--- src/rtl/completion_monitor_pkg.sv ---
// Shared types and helpers for the multi-core completion monitor.
package completion_monitor_pkg;

    // Per-core lifecycle of one program run.
    typedef enum logic [1:0] {
        IDLE  = 2'd0,
        RUN   = 2'd1,
        DRAIN = 2'd2,
        DONE  = 2'd3
    } state_t;

    // Widest core vector the popcount helper accepts.
    localparam int MAX_CORES = 128;

    // Number of set bits; callers zero-extend their vector to MAX_CORES.
    function automatic logic [7:0] popcount(input logic [MAX_CORES-1:0] v);
        logic [7:0] cnt;
        cnt = '0;
        for (int i = 0; i < MAX_CORES; i++) begin
            cnt = cnt + {7'd0, v[i]};
        end
        return cnt;
    endfunction

endpackage

--- src/rtl/core_completion_tracker.sv ---
// Tracks one core: end-PC detection, drain wait, result grading, timeout.
module core_completion_tracker
    import completion_monitor_pkg::*;
#(
    parameter int                    ADDRESS_BITS = 32,
    parameter int                    DATA_WIDTH   = 32,
    parameter int                    CYCLE_BITS   = 32,
    parameter int                    DRAIN_CYCLES = 50,
    parameter logic [DATA_WIDTH-1:0] PASS_VALUE   = '0
) (
    input  logic                    clock,
    input  logic                    reset,
    input  logic                    start,
    input  logic [ADDRESS_BITS-1:0] pc,
    input  logic [ADDRESS_BITS-1:0] end_address,
    input  logic [DATA_WIDTH-1:0]   result_reg,
    input  logic [CYCLE_BITS-1:0]   timeout_limit,
    input  logic [CYCLE_BITS-1:0]   elapsed_inc,
    output logic                    done,
    output logic                    pass,
    output logic                    timeout,
    output logic                    done_pulse,
    output logic [CYCLE_BITS-1:0]   cycle_count
);

    localparam int DRAIN_W = $clog2(DRAIN_CYCLES + 1);
    localparam logic [DRAIN_W-1:0] DRAIN_LOAD = DRAIN_W'(DRAIN_CYCLES);

    state_t             state;
    logic [DRAIN_W-1:0] drain_cnt;

    // Run FSM; start from any state restarts the run and clears the status.
    always_ff @(posedge clock) begin
        if (reset) begin
            state       <= IDLE;
            drain_cnt   <= '0;
            cycle_count <= '0;
            done        <= 1'b0;
            pass        <= 1'b0;
            timeout     <= 1'b0;
            done_pulse  <= 1'b0;
        end else begin
            done_pulse <= 1'b0;
            if (start) begin
                state       <= RUN;
                drain_cnt   <= '0;
                cycle_count <= '0;
                done        <= 1'b0;
                pass        <= 1'b0;
                timeout     <= 1'b0;
            end else begin
                case (state)
                    RUN: begin
                        // A PC match on the timeout edge still counts as a finish.
                        if (pc == end_address) begin
                            cycle_count <= elapsed_inc;
                            drain_cnt   <= DRAIN_LOAD;
                            state       <= DRAIN;
                        end else if (timeout_limit != '0 && elapsed_inc == timeout_limit) begin
                            cycle_count <= timeout_limit;
                            done        <= 1'b1;
                            timeout     <= 1'b1;
                            pass        <= 1'b0;
                            done_pulse  <= 1'b1;
                            state       <= DONE;
                        end
                    end
                    DRAIN: begin
                        // Grade on the edge where the counter would reach zero.
                        if (drain_cnt == DRAIN_W'(1)) begin
                            drain_cnt  <= '0;
                            pass       <= (result_reg == PASS_VALUE);
                            done       <= 1'b1;
                            done_pulse <= 1'b1;
                            state      <= DONE;
                        end else begin
                            drain_cnt <= drain_cnt - DRAIN_W'(1);
                        end
                    end
                    default: ;
                endcase
            end
        end
    end

endmodule

--- src/rtl/multicore_completion_monitor.sv ---
// Per-core program completion monitor with shared run clock and aggregate status.
module multicore_completion_monitor
    import completion_monitor_pkg::*;
#(
    parameter int                    NUM_CORES    = 2,
    parameter int                    ADDRESS_BITS = 32,
    parameter int                    DATA_WIDTH   = 32,
    parameter int                    CYCLE_BITS   = 32,
    parameter int                    DRAIN_CYCLES = 50,
    parameter logic [DATA_WIDTH-1:0] PASS_VALUE   = '0
) (
    input  logic                               clock,
    input  logic                               reset,
    input  logic                               start,
    input  logic [NUM_CORES*ADDRESS_BITS-1:0]  PC,
    input  logic [NUM_CORES*ADDRESS_BITS-1:0]  end_address,
    input  logic [NUM_CORES*DATA_WIDTH-1:0]    result_reg,
    input  logic [CYCLE_BITS-1:0]              timeout_limit,
    output logic [NUM_CORES-1:0]               core_done,
    output logic [NUM_CORES-1:0]               core_pass,
    output logic [NUM_CORES-1:0]               core_timeout,
    output logic [NUM_CORES-1:0]               core_done_pulse,
    output logic [NUM_CORES*CYCLE_BITS-1:0]    cycle_count,
    output logic [$clog2(NUM_CORES+1)-1:0]     finish_count,
    output logic                               all_done
);

    localparam int FC_W = $clog2(NUM_CORES + 1);

    logic [CYCLE_BITS-1:0] elapsed;
    logic [CYCLE_BITS-1:0] elapsed_inc;
    logic [MAX_CORES-1:0]  done_ext;

    // Saturating view of elapsed+1, shared by detection and timeout compare.
    assign elapsed_inc = (elapsed == '1) ? elapsed : elapsed + CYCLE_BITS'(1);
    assign done_ext    = MAX_CORES'(core_done);

    // Run clock: cleared by start, then counts every clock up to all-ones.
    always_ff @(posedge clock) begin
        if (reset || start) begin
            elapsed <= '0;
        end else begin
            elapsed <= elapsed_inc;
        end
    end

    for (genvar i = 0; i < NUM_CORES; i++) begin : g_core
        core_completion_tracker #(
            .ADDRESS_BITS (ADDRESS_BITS),
            .DATA_WIDTH   (DATA_WIDTH),
            .CYCLE_BITS   (CYCLE_BITS),
            .DRAIN_CYCLES (DRAIN_CYCLES),
            .PASS_VALUE   (PASS_VALUE)
        ) u_tracker (
            .clock         (clock),
            .reset         (reset),
            .start         (start),
            .pc            (PC[i*ADDRESS_BITS +: ADDRESS_BITS]),
            .end_address   (end_address[i*ADDRESS_BITS +: ADDRESS_BITS]),
            .result_reg    (result_reg[i*DATA_WIDTH +: DATA_WIDTH]),
            .timeout_limit (timeout_limit),
            .elapsed_inc   (elapsed_inc),
            .done          (core_done[i]),
            .pass          (core_pass[i]),
            .timeout       (core_timeout[i]),
            .done_pulse    (core_done_pulse[i]),
            .cycle_count   (cycle_count[i*CYCLE_BITS +: CYCLE_BITS])
        );
    end

    // Aggregate status, registered one cycle behind core_done.
    always_ff @(posedge clock) begin
        if (reset) begin
            finish_count <= '0;
            all_done     <= 1'b0;
        end else begin
            finish_count <= FC_W'(popcount(done_ext));
            all_done     <= &core_done;
        end
    end

endmodule

--- config.mk ---
export PLATFORM = sky130hd
export DESIGN_NAME = multicore_completion_monitor
export DESIGN_NICKNAME = d
export VERILOG_FILES = /design/src/rtl/completion_monitor_pkg.sv /design/src/rtl/core_completion_tracker.sv /design/src/rtl/multicore_completion_monitor.sv
export SDC_FILE = /design/constraint.sdc
export NUM_CORES = 1
export LEC_CHECK = 0
export ABC_AREA = 1
export CORE_UTILIZATION = 42
export DETAILED_ROUTE_END_ITERATION = 7
export DONT_BUFFER_PORTS = 1
export GPL_TIMING_DRIVEN = 0
export PLACE_DENSITY_LB_ADDON = 0.12
export SLEW_MARGIN = 10
export SYNTH_ARGS = -nofsm -noshare
export SYNTH_HDL_FRONTEND = slang
export SYNTH_SLANG_ARGS = --single-unit
--- constraint.sdc ---
create_clock -name clock -period 2.73 [get_ports clock]
set_input_delay 0.546 -clock clock [delete_from_list [all_inputs] [get_ports clock]]
set_output_delay 0.546 -clock clock [all_outputs]
set_load 0.005 [all_outputs]
==> reports/qor.csv, run 1 <==
metric,value,unit
firstDrtPassIters,5,
crit_type,register to register,
yosysUniqueCellTypes,42,
clkSlewWorstSetupHoldPaths,0.06,ns
ioPinCount,302,
cts_max_level,4,
syn_inst,1307,
final-instance-count-excl-fill,1603,
drc,0,
clock-sinks,122,
crit_fanout,10,
yosysTopAreaCellShare,0.302,
critPathSlowestCell,dfxtp_4,
power.net_switching,1.10,mW
maxSlewHeadroom,0.431,
dieWidth,141,um
yosysTopAreaCell,dfxtp_1,
start_kind,register,
seqPwrFrac,0.402,
hold_end,finish_count[0]$_SDFF_PP0_,
worst_pin_slew,0.854,ns
dpl_cell_area,8370,um^2
combPwrFrac,0.089,
avgSynthCellArea,6.18,um^2
cts_buffers,17,
status,"finished, violations left",
power_frac_clock,0.509,
fp-row-count,50,
internal-power,3.41,mW
cp_top_family,simple AND/OR/NAND/NOR gates,
via_count,8590,
end_kind,register,
path_buf_inv,4,
cts_root_buffer,clkbuf_16,
synthTopCellsByCount,"nand2_1, inv_1, dfxtp_1",
leakage,4.10,nW
synth_ff_type,dfxtp_1,
r2r-start,elapsed[0]$_SDFF_PP0_,
final.setup.worst_slack,-0.0597,ns
drive_gt1_frac,0.169,
fp.coreArea,18800,um^2
synth.most_common_cell,nand2_1,
worst_clock_skew,0.00775,ns
die_area,19800,um^2
yosysWarnings,0,
die_h,141,um
io_buffers,0,
finalSetupViolCount,57,
cp_data_required_time,3.08,ns
synth_area_leaders,"dfxtp_1, nand2_1, inv_1",
postRouteAntennaNets,0,
ys_ff_latch,122,
async_reset_ff_frac,0,
vias_per_cell,5.36,
finish.utilization,0.519,
slew_violations,0,
synth-edff-count,0,
p_total,4.50,mW
timing.max_cap.violations,0,
antennaDiodeCount,0,
max_freq,0.358,GHz
tritoncts,done,
routedWlPerCell,18.1,um
r2r_cells,21,
track_usage,0.293,
grt_pass1_vias,8045,
placed_cells,1541,
wirelength,29.0,mm
postCtsHoldBufs,0,
syn_area,8070,um^2
fin_crit_sh,1.02,
grt_pass1_wl,43.7,mm
grt_max_degree,17,
globalplace.congestion,0.984,
yosysSeqAreaShare,0.302,
hold_viol_final,0,
fin_area,9740,um^2
start_util,0.430,
final_nets,1593,
final.min_clock_period,2.79,ns
worstHoldStart,reset,
power_per_cell_area,463,nW/um^2
rsz0062_at_grt,yes,
max_stage_delay,0.36,ns
r2r_end,g_core[0].u_tracker.cycle_count[16]$_SDFFE_PP0P_,
overflow,0,
ff2ff_setup_slack,-0.06,ns
areaGrowthSynthToFinish,20.6,%
violations,negative setup slack,
holdPathStages,1,
clkLatencyLatePin,0.42,ns
first_iter_violations,617,
clockBufferDepth,2,
post-dp-hpwl,22.9,mm
antenna_found_initial,2,
arrival,3.14,ns
hp-class,input port to register,
fin_hold_ws,0.185,ns
synthesis.nets,1544,
ir_drop,0.413,mV
sw_frac_of_total,0.243,
cp_cell_sequence,"ha_4, inv_4, nor2_4, nand2_2, nor2_4, nand2_4, buf_6, nand3_1, nand2_1, inv_2, nand3_1, nor2_2, nand3_2, nor2_4, nand2_4, nand2_8, nand2_4, buf_8, nand2_1, nand2_1, a21oi_2",
layer usage:
layer	GRT usage	up-vias	share of wire
li1	-	4255	-
met1	0.390	3956	0.44
met2	0.456	328	0.45
met3	0.0887	47	0.088
met4	0.0892	4	0.024
met5	0	-	0.00079
power groups by stage:
stage	sequential (mW)	clock [mW]	combinational (mW)
detailed placement	1.85	0	0.375
floorplan	1.85	0	0.295
global route	1.81	2.42	0.448
CTS	1.81	2.32	0.387
global placement	1.85	0	0.373
finish	1.81	2.29	0.401
registers in the layout, summed over array words and instances (netlist names):
name                          cells
all_done                          1
elapsed                          32
g_core.u_tracker.timeout          2
finish_count                      1
g_core.u_tracker.state            4
g_core.u_tracker.drain_cnt       12
g_core.u_tracker.done             2
g_core.u_tracker.cycle_count     64
g_core.u_tracker.pass             2
g_core.u_tracker.done_pulse       2
final cells by class:
| cell class | instances | area [um^2] |
|---|---|---|
| Buffer | 55 | 404 |
| Clock buffer | 20 | 447 |
| Clock inverter | 12 | 149 |
| Fill cell | 1945 | 9030 |
| Inverter | 150 | 586 |
| Multi-Input combinational cell | 981 | 5090 |
| Sequential cell | 122 | 2470 |
| Tap cell | 234 | 293 |
| Timing Repair Buffer | 29 | 290 |
placed cells by master (no fill, tap or decap), types with 8 or more instances in the layout:
master,instances
a21oi_1,83
a21oi_2,27
buf_4,33
buf_6,11
buf_8,9
clkbuf_1,25
clkbuf_16,18
dfxtp_1,100
dfxtp_2,20
ha_1,9
inv_1,137
nand2_1,425
nand2_2,17
nand3_1,63
nand4_1,10
nor2_1,87
nor2_2,21
nor2_4,12
nor3_1,8
nor4_1,34
o21ai_0,67
or2_2,14
xnor2_1,15
xor2_1,42
cell families after synthesis:
group           synth area share
buf+inv                    0.111
simple gates               0.377
xor+xnor                  0.0662
flops                      0.302
fa+ha+maj                 0.0155
compound gates             0.128
repair_timing:
action	in CTS	in global routing
gates cloned	6	2
gates resized for setup	90	69
pin swaps	13	14
setup endpoints to repair	76	74
setup buffers	13	9
metrics by stage:
| step | TNS, ns | setup WS (ns) |
|---|---|---|
| 2_1_floorplan | 0 | 0.101 |
| 3_3_place_gp | -51.99 | -0.846 |
| 3_5_place_dp | -51.50 | -0.833 |
| 4_1_cts | 0 | 0.00571 |
| 5_1_grt | -12.07 | -0.229 |
| 6_report | -1.74 | -0.0597 |
worst max-delay path by stage:
stage                                                            end  slack [ns]  cells past startpoint             startpoint
finish              g_core[0].u_tracker.cycle_count[16]$_SDFFE_PP0P_       -0.06                     21  elapsed[0]$_SDFF_PP0_
global route        g_core[0].u_tracker.cycle_count[28]$_SDFFE_PP0P_       -0.23                     21  elapsed[0]$_SDFF_PP0_
CTS                 g_core[0].u_tracker.cycle_count[16]$_SDFFE_PP0P_       0.006                     21  elapsed[0]$_SDFF_PP0_
detailed placement  g_core[0].u_tracker.cycle_count[29]$_SDFFE_PP0P_       -0.83                     17  elapsed[0]$_SDFF_PP0_
global placement    g_core[0].u_tracker.cycle_count[17]$_SDFFE_PP0P_       -0.85                     17  elapsed[0]$_SDFF_PP0_
floorplan           g_core[0].u_tracker.cycle_count[31]$_SDFFE_PP0P_        0.10                     19  elapsed[0]$_SDFF_PP0_
No activity file was read; power rests on OpenSTA's default activity.
==> inputs of run 2 (changes only) <==
--- a/config.mk
+++ b/config.mk
@@ -6,7 +6,9 @@
 export NUM_CORES = 1
 export LEC_CHECK = 0
 export ABC_AREA = 1
-export CORE_UTILIZATION = 42
+export CELL_PAD_IN_SITES_DETAIL_PLACEMENT = 1
+export CELL_PAD_IN_SITES_GLOBAL_PLACEMENT = 2
+export CORE_UTILIZATION = 29
 export DETAILED_ROUTE_END_ITERATION = 7
 export DONT_BUFFER_PORTS = 1
 export GPL_TIMING_DRIVEN = 0
==> reports/qor.csv, run 2 (synthesized netlist as in run 1, its figures left out) <==
metric,value,unit
end_kind,register,
worst_clock_skew,0.0159,ns
final_nets,1588,
dpl_cell_area,8540,um^2
max_stage_delay,0.38,ns
fill_cells,3496,
fin_area,9850,um^2
clock-sinks,122,
die_area,28500,um^2
timing.max_cap.violations,0,
cts_root_buffer,clkbuf_16,
clkLatencyLatePin,0.44,ns
vias_per_cell,4.87,
hp-class,input port to register,
worst_pin_slew,0.918,ns
seqCellArea,2470,um^2
hold_end,all_done$_SDFF_PP0_,
final.min_clock_period,2.86,ns
holdPathStages,1,
cp_cell_sequence,"ha_4, inv_2, nor2_4, nand2_2, nor2_4, nand2_4, buf_12, buf_6, nand3_1, nand2_1, nor2_1, nand3_1, nor2_4, nand2_4, nand2_4, nand2_8, clkbuf_16, nand2_1, nand2_1, a21oi_1",
grt_pass1_wl,49.7,mm
r2r_cells,20,
max_freq,0.350,GHz
first_iter_violations,372,
slew_violations,0,
layout_common_cells,"nand2_1, inv_1, dfxtp_1",
drc,0,
ioPinCount,302,
crit_fanout,10,
cp_data_required_time,3.10,ns
r2r-start,elapsed[0]$_SDFF_PP0_,
overflow,0,
cp.depth,20,
top_regs,"g_core.u_tracker.cycle_count x64, elapsed x32, g_core.u_tracker.drain_cnt x12",
grt_max_degree,17,
start_util,0.298,
wl_met3,1.94,mm
antennaDiodeCount,0,
via_count,8452,
ff2ff_setup_slack,-0.13,ns
cp_top_family,simple AND/OR/NAND/NOR gates,
start_kind,register,
final.setup.worst_slack,-0.129,ns
maxSlewHeadroom,0.388,
worstHoldStart,reset,
areaGrowthSynthToFinish,22.0,%
globalplace.congestion,0.872,
post-dp-hpwl,26.5,mm
cts_buffers,17,
power_per_cell_area,469,nW/um^2
hold_viol_final,0,
pre_cts_slack,-0.957,ns
wirelength,32.6,mm
clkSlewWorstSetupHoldPaths,0.06,ns
top_layer,met4,
postRouteAntennaNets,0,
mostFrequentLayoutCell,nand2_1,
track_usage,0.232,
crit_type,register to register,
ir_drop,0.395,mV
status,"finished, violations left",
r2r_end,g_core[0].u_tracker.cycle_count[31]$_SDFFE_PP0P_,
rsz0062_at_grt,yes,
critPathSlowestCell,dfxtp_4,
routed-wl-met2,16.8,mm
postCtsHoldBufs,0,
fp-row-count,60,
leakage,4.11,nW
fin_crit_sh,1.05,
drive_gt1_frac,0.159,
tritoncts,done,
multi_input_area,5060,um^2
antenna_found_initial,0,
routedWlPerCell,18.8,um
arrival,3.22,ns
max_flop_register,g_core.u_tracker.cycle_count,
violations,negative setup slack,
clockBufferDepth,2,
firstDrtPassIters,5,
path_buf_inv,4,
finalSetupViolCount,69,
dieWidth,169,um
fp.coreArea,27100,um^2
die_h,169,um
cts_max_level,4,
io_buffers,0,
largest_reg_flops,64,
met1_length,13.4,mm
grt_pass1_vias,8848,
## run 2: worst max path at each step
stage / startpoint / end / slack, ns
floorplan: elapsed[0]$_SDFF_PP0_ / g_core[0].u_tracker.cycle_count[31]$_SDFFE_PP0P_ / 0.10
global placement: elapsed[0]$_SDFF_PP0_ / g_core[0].u_tracker.cycle_count[19]$_SDFFE_PP0P_ / -0.97
detailed placement: elapsed[0]$_SDFF_PP0_ / g_core[0].u_tracker.cycle_count[21]$_SDFFE_PP0P_ / -0.96
CTS: elapsed[6]$_SDFF_PP0_ / g_core[1].u_tracker.cycle_count[31]$_SDFFE_PP0P_ / -0.1
global route: elapsed[0]$_SDFF_PP0_ / g_core[0].u_tracker.cycle_count[23]$_SDFFE_PP0P_ / -0.28
finish: elapsed[0]$_SDFF_PP0_ / g_core[0].u_tracker.cycle_count[31]$_SDFFE_PP0P_ / -0.13
## run 2: layer usage
metal,vias to the layer above,track usage
met5,-,0
met4,0,0.0648
met3,32,0.0575
met2,218,0.433
met1,3962,0.259
li1,4240,-
## run 2: area by class of cell
class	instances	share of cell area
sequential	122	0.251
tap	372	0.0472
inverter	150	0.0587
clock buffer	18	0.0446
timing repair buffer	25	0.0274
clock inverter	13	0.0170
multi-input combinational	980	0.514
buffer	55	0.0406
## run 2: metrics by stage
stage / util / TNS (ns) / hold slack [ns] / power (mW) / std cells
CTS: 0.351 / -3.15 / 0.161 / 4.68 / 1724
finish: 0.364 / -5.95 / 0.170 / 4.62 / 1735
detailed placement: 0.315 / -60.75 / 0.456 / 2.25 / 1679
floorplan: - / 0 / 0.430 / 2.14 / 1307
global placement: 0.315 / -60.27 / 0.442 / 2.24 / 1679
global route: 0.364 / -15.91 / 0.156 / 4.83 / 1735
## run 2: where the power goes
group / total [mW] / internal (mW) / leakage [nW] / switching (mW)
clock network: 2.41 / 1.46 / 0.293 / 0.943
logic: 0.409 / 0.163 / 2.82 / 0.246
registers: 1.81 / 1.80 / 0.993 / 0.0147
total: 4.62 / 3.42 / 4.11 / 1.20
## run 2: repair_timing
item,CTS,global route
cloned,0,4
setup buffers,14,7
pin swaps,10,12
gates resized for setup,76,61
setup endpoints to repair,76,76
==> inputs of run 3 (changes only) <==
--- a/config.mk
+++ b/config.mk
@@ -5,10 +5,9 @@
 export SDC_FILE = /design/constraint.sdc
 export NUM_CORES = 1
 export LEC_CHECK = 0
-export ABC_AREA = 1
 export CELL_PAD_IN_SITES_DETAIL_PLACEMENT = 1
 export CELL_PAD_IN_SITES_GLOBAL_PLACEMENT = 2
-export CORE_UTILIZATION = 29
+export CORE_UTILIZATION = 36
 export DETAILED_ROUTE_END_ITERATION = 7
 export DONT_BUFFER_PORTS = 1
 export GPL_TIMING_DRIVEN = 0
==> constraint.sdc (replaced) <==
create_clock -name clock -period 3.2 [get_ports clock]
set_input_delay 0.64 -clock clock [delete_from_list [all_inputs] [get_ports clock]]
set_output_delay 0.64 -clock clock [all_outputs]
set_load 0.005 [all_outputs]
==> reports/qor.csv, run 3 <==
metric,value,unit
end_kind,register,
crit_fanout,7,
r2r_end,g_core[1].u_tracker.cycle_count[23]$_SDFFE_PP0P_,
slew_violations,0,
finalSetupViolCount,76,
synthTopCellsByCount,"nand2_1, dfxtp_1, nor2_1",
worst_clock_skew,0.0209,ns
synth_ff_type,dfxtp_1,
async_reset_ff_frac,0,
start_kind,register,
multi_input_area,6370,um^2
cts_max_level,4,
antennaDiodeCount,0,
fin_hold_ws,0.280,ns
power_frac_clock,0.505,
p_total,3.95,mW
antenna_found_initial,0,
arrival,4.19,ns
clkLatencyLatePin,0.44,ns
worstHoldStart,reset,
ir_drop,0.282,mV
fin_crit_sh,1.21,
fp-row-count,56,
synth.most_common_cell,nand2_1,
start_util,0.370,
dieWidth,158,um
combPwrFrac,0.104,
io_buffers,0,
status,"finished, violations left",
yosysWarnings,0,
avgSynthCellArea,7.92,um^2
yosysTopAreaCell,dfxtp_1,
grt_pass1_wl,54.5,mm
seqCellArea,2470,um^2
track_usage,0.298,
final_nets,1441,
overflow,0,
hold_viol_final,0,
r2r-start,elapsed[0]$_SDFF_PP0_,
areaGrowthSynthToFinish,28.7,%
cp_data_required_time,3.51,ns
syn_area,8740,um^2
die_area,24900,um^2
seqPwrFrac,0.391,
grt_pass1_vias,8947,
power_per_cell_area,351,nW/um^2
yosysSeqAreaShare,0.279,
sw_frac_of_total,0.271,
clockBufferDepth,2,
final.setup.worst_slack,-0.684,ns
post-dp-hpwl,28.2,mm
fill_cells,2761,
tritoncts,done,
drc,0,
cts_buffers,17,
mostFrequentLayoutCell,nand2_1,
ff2ff_setup_slack,-0.68,ns
die_h,158,um
largest_reg_flops,64,
maxSlewHeadroom,0.388,
layout_common_cells,"nand2_1, nor2_1, dfxtp_1",
rsz0062_at_grt,yes,
final.min_clock_period,3.88,ns
internal-power,2.88,mW
firstDrtPassIters,5,
power.net_switching,1.07,mW
hp-class,input port to register,
synth_area_leaders,"dfxtp_1, xor2_1, mux2i_1",
r2r_cells,18,
synthesis.nets,1341,
clkSlewWorstSetupHoldPaths,0.07,ns
vias_per_cell,5.87,
routedWlPerCell,24.5,um
timing.max_cap.violations,0,
leakage,4.50,nW
cts_root_buffer,clkbuf_16,
crit_type,register to register,
wirelength,37.7,mm
ioPinCount,302,
drive_gt1_frac,0.217,
via_count,9015,
yosysTopAreaCellShare,0.279,
top_regs,"g_core.u_tracker.cycle_count x64, elapsed x32, g_core.u_tracker.drain_cnt x12",
hold_end,finish_count[0]$_SDFF_PP0_,
holdPathStages,1,
yosysUniqueCellTypes,76,
syn_inst,1104,
globalplace.congestion,0.944,
first_iter_violations,669,
synth-edff-count,0,
postRouteAntennaNets,0,
max_flop_register,g_core.u_tracker.cycle_count,
worst_pin_slew,0.917,ns
clock-sinks,122,
max_freq,0.257,GHz
violations,negative setup slack,
ys_ff_latch,122,
grt_max_degree,17,
fp.coreArea,23600,um^2
-- run 3: cell count changes in the layout (fill, tap and decap cells not counted), sizes merged, moves of 19 or more --
cell,before,now
nand2,450,135
inv,149,27
a21oi,110,18
mux2i,0,68
buf,49,116
nand3,68,22
xor2,43,85
o21ai,67,26
o211ai,1,38
and2,1,34
nand2b,0,23
nor3,8,31
or3,0,22
nor2b,0,19
-- run 3: metrics by stage --
stage	std cells	instance area (um^2)	utilization	setup TNS [ns]	setup slack, ns
after floorplan	1104	8840	-	-12.61	-0.245
after global placement	1423	9240	0.391	-104.26	-1.50
after detailed placement	1423	9240	0.391	-105.36	-1.51
after CTS	1509	10900	0.461	-36.63	-0.637
after global routing	1536	11300	0.476	-49.88	-0.795
final	1536	11300	0.476	-42.40	-0.684
-- run 3: cell families (layout without fill, tap and decap cells) --
kind of cell,after synthesis,after routing,share of synthesized area
compound gates,159,159,0.132
mux,81,81,0.0946
xor+xnor,114,114,0.119
simple gates,518,518,0.308
flops,122,122,0.279
buf+inv,100,213,0.0524
fa+ha+maj,10,10,0.0143
-- run 3: final cells by class --
class	instances	area share
multi-input cells	882	0.566
flip-flops and latches	122	0.220
repair buffers	88	0.0768
clock buffers	22	0.0439
plain buffers	69	0.0400
well taps	319	0.0355
clock inverters	10	0.00945
inverters	24	0.00801
-- run 3: worst max-delay path by stage --
stage / start / endpoint / slack (ns) / cells past startpoint
6_report: elapsed[0]$_SDFF_PP0_ / g_core[1].u_tracker.cycle_count[23]$_SDFFE_PP0P_ / -0.68 / 18
5_1_grt: elapsed[0]$_SDFF_PP0_ / g_core[1].u_tracker.cycle_count[26]$_SDFFE_PP0P_ / -0.80 / 18
4_1_cts: elapsed[0]$_SDFF_PP0_ / g_core[1].u_tracker.cycle_count[13]$_SDFFE_PP0P_ / -0.64 / 16
3_5_place_dp: elapsed[16]$_SDFF_PP0_ / g_core[1].u_tracker.cycle_count[13]$_SDFFE_PP0P_ / -1.51 / 13
3_3_place_gp: elapsed[16]$_SDFF_PP0_ / g_core[1].u_tracker.cycle_count[7]$_SDFFE_PP0P_ / -1.50 / 13
2_1_floorplan: elapsed[1]$_SDFF_PP0_ / g_core[1].u_tracker.cycle_count[19]$_SDFFE_PP0P_ / -0.24 / 12
-- run 3: what timing repair did --
| action | CTS | global route |
|---|---|---|
| pin swaps | 35 | 40 |
| setup buffers | 52 | 38 |
| hold buffers | 0 | 0 |
| gates resized for setup | 123 | 55 |
| hold endpoints to repair | 0 | 0 |
| cloned | 6 | 0 |
| setup endpoints to repair | 79 | 79 |
-- run 3: critical path: stages (launching register included) --
cell	delay, ns
dfxtp_4	0.37
ha_4	0.15
nand4_4	0.09
or4_4	0.55
buf_4	0.18
nor3_4	0.22
buf_4	0.16
buf_4	0.11
buf_4	0.11
or4_1	0.10
nand3_1	0.15
a211oi_2	0.36
nand3_4	0.13
nor4_4	0.29
buf_4	0.20
o21ai_4	0.14
buf_12	0.20
buf_16	0.13
mux2i_1	0.11
-- run 3: power by group through the flow --
stage	clock [mW]	combinational, mW	sequential (mW)
final	1.99	0.413	1.55
after global routing	2.09	0.455	1.55
after detailed placement	0	0.376	1.58
after global placement	0	0.372	1.58
after CTS	2.02	0.396	1.54
after floorplan	0	0.273	1.58
-- run 3: routing by layer --
metal / share of wire / track usage
met2: 0.47 / 0.481
met3: 0.071 / 0.0504
met1: 0.43 / 0.391
met4: 0.029 / 0.121
met5: 0 / 0
==> RTL edit (flow settings as in run 2) <==
`DRAIN_CYCLES` is set to 50 in 2 places; all go to 25.
--- a/src/rtl/core_completion_tracker.sv
+++ b/src/rtl/core_completion_tracker.sv
@@ -6,5 +6,5 @@
     parameter int                    DATA_WIDTH   = 32,
     parameter int                    CYCLE_BITS   = 32,
-    parameter int                    DRAIN_CYCLES = 50,
+    parameter int                    DRAIN_CYCLES = 25,
     parameter logic [DATA_WIDTH-1:0] PASS_VALUE   = '0
 ) (
--- a/src/rtl/multicore_completion_monitor.sv
+++ b/src/rtl/multicore_completion_monitor.sv
@@ -7,5 +7,5 @@
     parameter int                    DATA_WIDTH   = 32,
     parameter int                    CYCLE_BITS   = 32,
-    parameter int                    DRAIN_CYCLES = 50,
+    parameter int                    DRAIN_CYCLES = 25,
     parameter logic [DATA_WIDTH-1:0] PASS_VALUE   = '0
 ) (
Behaviour: no difference found for any inputs over 4 cycles, from zero or initial values and one cycle with reset high; that may be too few to reach the edited logic, so the function may still have changed.
==> RTL edit against run 2 <==
Design area increased by 10%. Power increased by 1.9%. Sequential cell count decreased by 2. Area after synthesis increased by 3.7%. Highest routed layer unchanged. The flow still finishes with violations (negative setup slack). Worst hold slack got worse by 0.0051 ns. Worst setup slack got worse by 0.13 ns. Via count increased by 8.9%. Routed wire length increased by 16%. Largest cell class unchanged. Non-clock buffer count increased by 20.
==> RTL edit: results (changes against run 2) <==
| Metric | Value |
|---|---|
| Max transition margin | `0.450 (+0.0621)` |
| Number of distinct library cells after synthesis | `39 (-7.1%)` |
| Post-Synth XOR/XNOR Area | `0.0481 (-0.0181)` |
| Final #Nets | `1678 (+5.7%)` |
| GRT Resource Usage Total | `0.252 (+0.0200)` |
| Post-synthesis share of cell area spent on full adders, half adders and majority gates | `0.0149 (-0.000556)` |
| Synthesized net count | `1610 (+4.3%)` |
| Via count of the first global-routing pass | `9324 (+5.4%)` |
| Non-filler cells in the finished layout | `1832 (+5.6%)` |
| Final worst slack | `-0.262 ns (-0.133 ns)` |
| Proportion of synthesized chip area in sequential cells | `0.287 (-0.0156)` |
| Violations in the final reports | `negative setup slack` |
| Detailed-placement wirelength estimate | `30200 um (+14%)` |
| Status | `finished with violations` |
| Number of cell instances on the worst register-to-register path | `23 (+15%)` |
| List of most frequent post-synthesis cells | `nand2_1 (354), nor2_1 (219), inv_1 (147), dfxtp_1 (120), o21ai_0 (118)` |
| Largest driver fanout on the critical path | `7 (-3)` |
| Grt met3 use | `0.0499 (-0.00762)` |
| Clk_skew | `0.0177 ns (+0.00179 ns)` |
| Met2 routing resource usage after global routing | `0.474 (+0.0409)` |
| Final count of negative-setup-slack endpoints | `72 (+4.3%)` |
| Post-Route Setup TNS | `-14.64 ns (-8.69 ns)` |
| Share of final-layout standard cells stronger than drive strength 1 | `0.228 (+0.0691)` |
| Largest cells by area after synthesis | `dfxtp_1 (29%), nand2_1 (16%), nor2_1 (9.8%)` |
| Worst IR Drop VDD | `0.000423 V (+7.2%)` |
==> RTL edit: cell types whose count changed in the layout (fill, tap and decap cells not counted), sizes merged, moves of 7 or more <==
cell    before  now
nor2       120  286
a21oi      110   22
nand2      450  364
o21ai       67  149
xor2        43    5
buf         49   72
xnor2       18   41
inv        149  162
nor4        34   22
nand3       68   78
nand4       10   20
clkinv       9    2
==> RTL edit: cells by family after synthesis <==
group,count (synthesis)
simple gates,804
buf+inv,206
compound gates,187
flops,120
xor+xnor,46
fa+ha+maj,10
==> RTL edit: worst paths after layout <==
path / start / to / slack [ns]
setup / recovery: elapsed[0]$_SDFF_PP0_ / g_core[1].u_tracker.cycle_count[21]$_SDFFE_PP0P_ / -0.26
hold / removal: reset / all_done$_SDFF_PP0_ / 0.16
setup reg to reg: elapsed[0]$_SDFF_PP0_ / g_core[1].u_tracker.cycle_count[21]$_SDFFE_PP0P_ / -0.26
hold reg to reg: g_core[0].u_tracker.timeout$_SDFFE_PP0P_ / g_core[0].u_tracker.timeout$_SDFFE_PP0P_ / 0.45
==> RTL edit: cell type report <==
class | instances | area (um^2)
Fill cell | 3658 | 17200
Timing Repair Buffer | 50 | 593
Multi-Input combinational cell | 1048 | 5750
Tap cell | 378 | 473
Clock buffer | 17 | 425
Buffer | 50 | 410
Inverter | 154 | 606
Sequential cell | 120 | 2430
Clock inverter | 15 | 180
==> RTL edit: timing repair <==
action / 4_1_cts / 5_1_grt
pin swaps: 32 / 29
cloned: 4 / 3
resized for setup: 179 / 61
hold buffers: 0 / 0
endpoints found under the setup margin: 76 / 76
buffers inserted: 35 / 9
==> RTL edit: metal layers <==
layer  part of all wire  vias to the layer above
met5                  0                        -
met4              0.024                        0
met3              0.055                       49
met2               0.52                      277
met1               0.40                     4386
li1                   -                     4490
==> RTL edit: stage by stage <==
step	hold slack [ns]	instance area [um^2]	power, W	utilization	worst slack, ns
after CTS	0.156	10500	0.00474	0.374	-0.143
final	0.165	10900	0.00471	0.387	-0.262
after global placement	0.444	8850	0.00226	0.315	-0.825
after global routing	0.148	10900	0.00489	0.387	-0.333
after floorplan	0.430	8370	0.00216	-	0.175
after detailed placement	0.446	8850	0.00227	0.315	-0.820
==> RTL edit: power groups by stage <==
stage | combinational [W] | sequential, W | clock (W)
final | 0.000496 | 0.00178 | 0.00244
after global placement | 0.000443 | 0.00182 | 0
after global routing | 0.000560 | 0.00178 | 0.00255
after floorplan | 0.000340 | 0.00182 | 0
after CTS | 0.000483 | 0.00178 | 0.00247
after detailed placement | 0.000449 | 0.00182 | 0
==> RTL edit: worst max-delay path: cells and delay by family (launching register included) <==
family	cells	cell delay, ns
AND/OR/NAND/NOR	16	1.64
adder cells (fa/ha/maj)	1	0.18
flip-flops	1	0.36
buffers and inverters	6	0.68
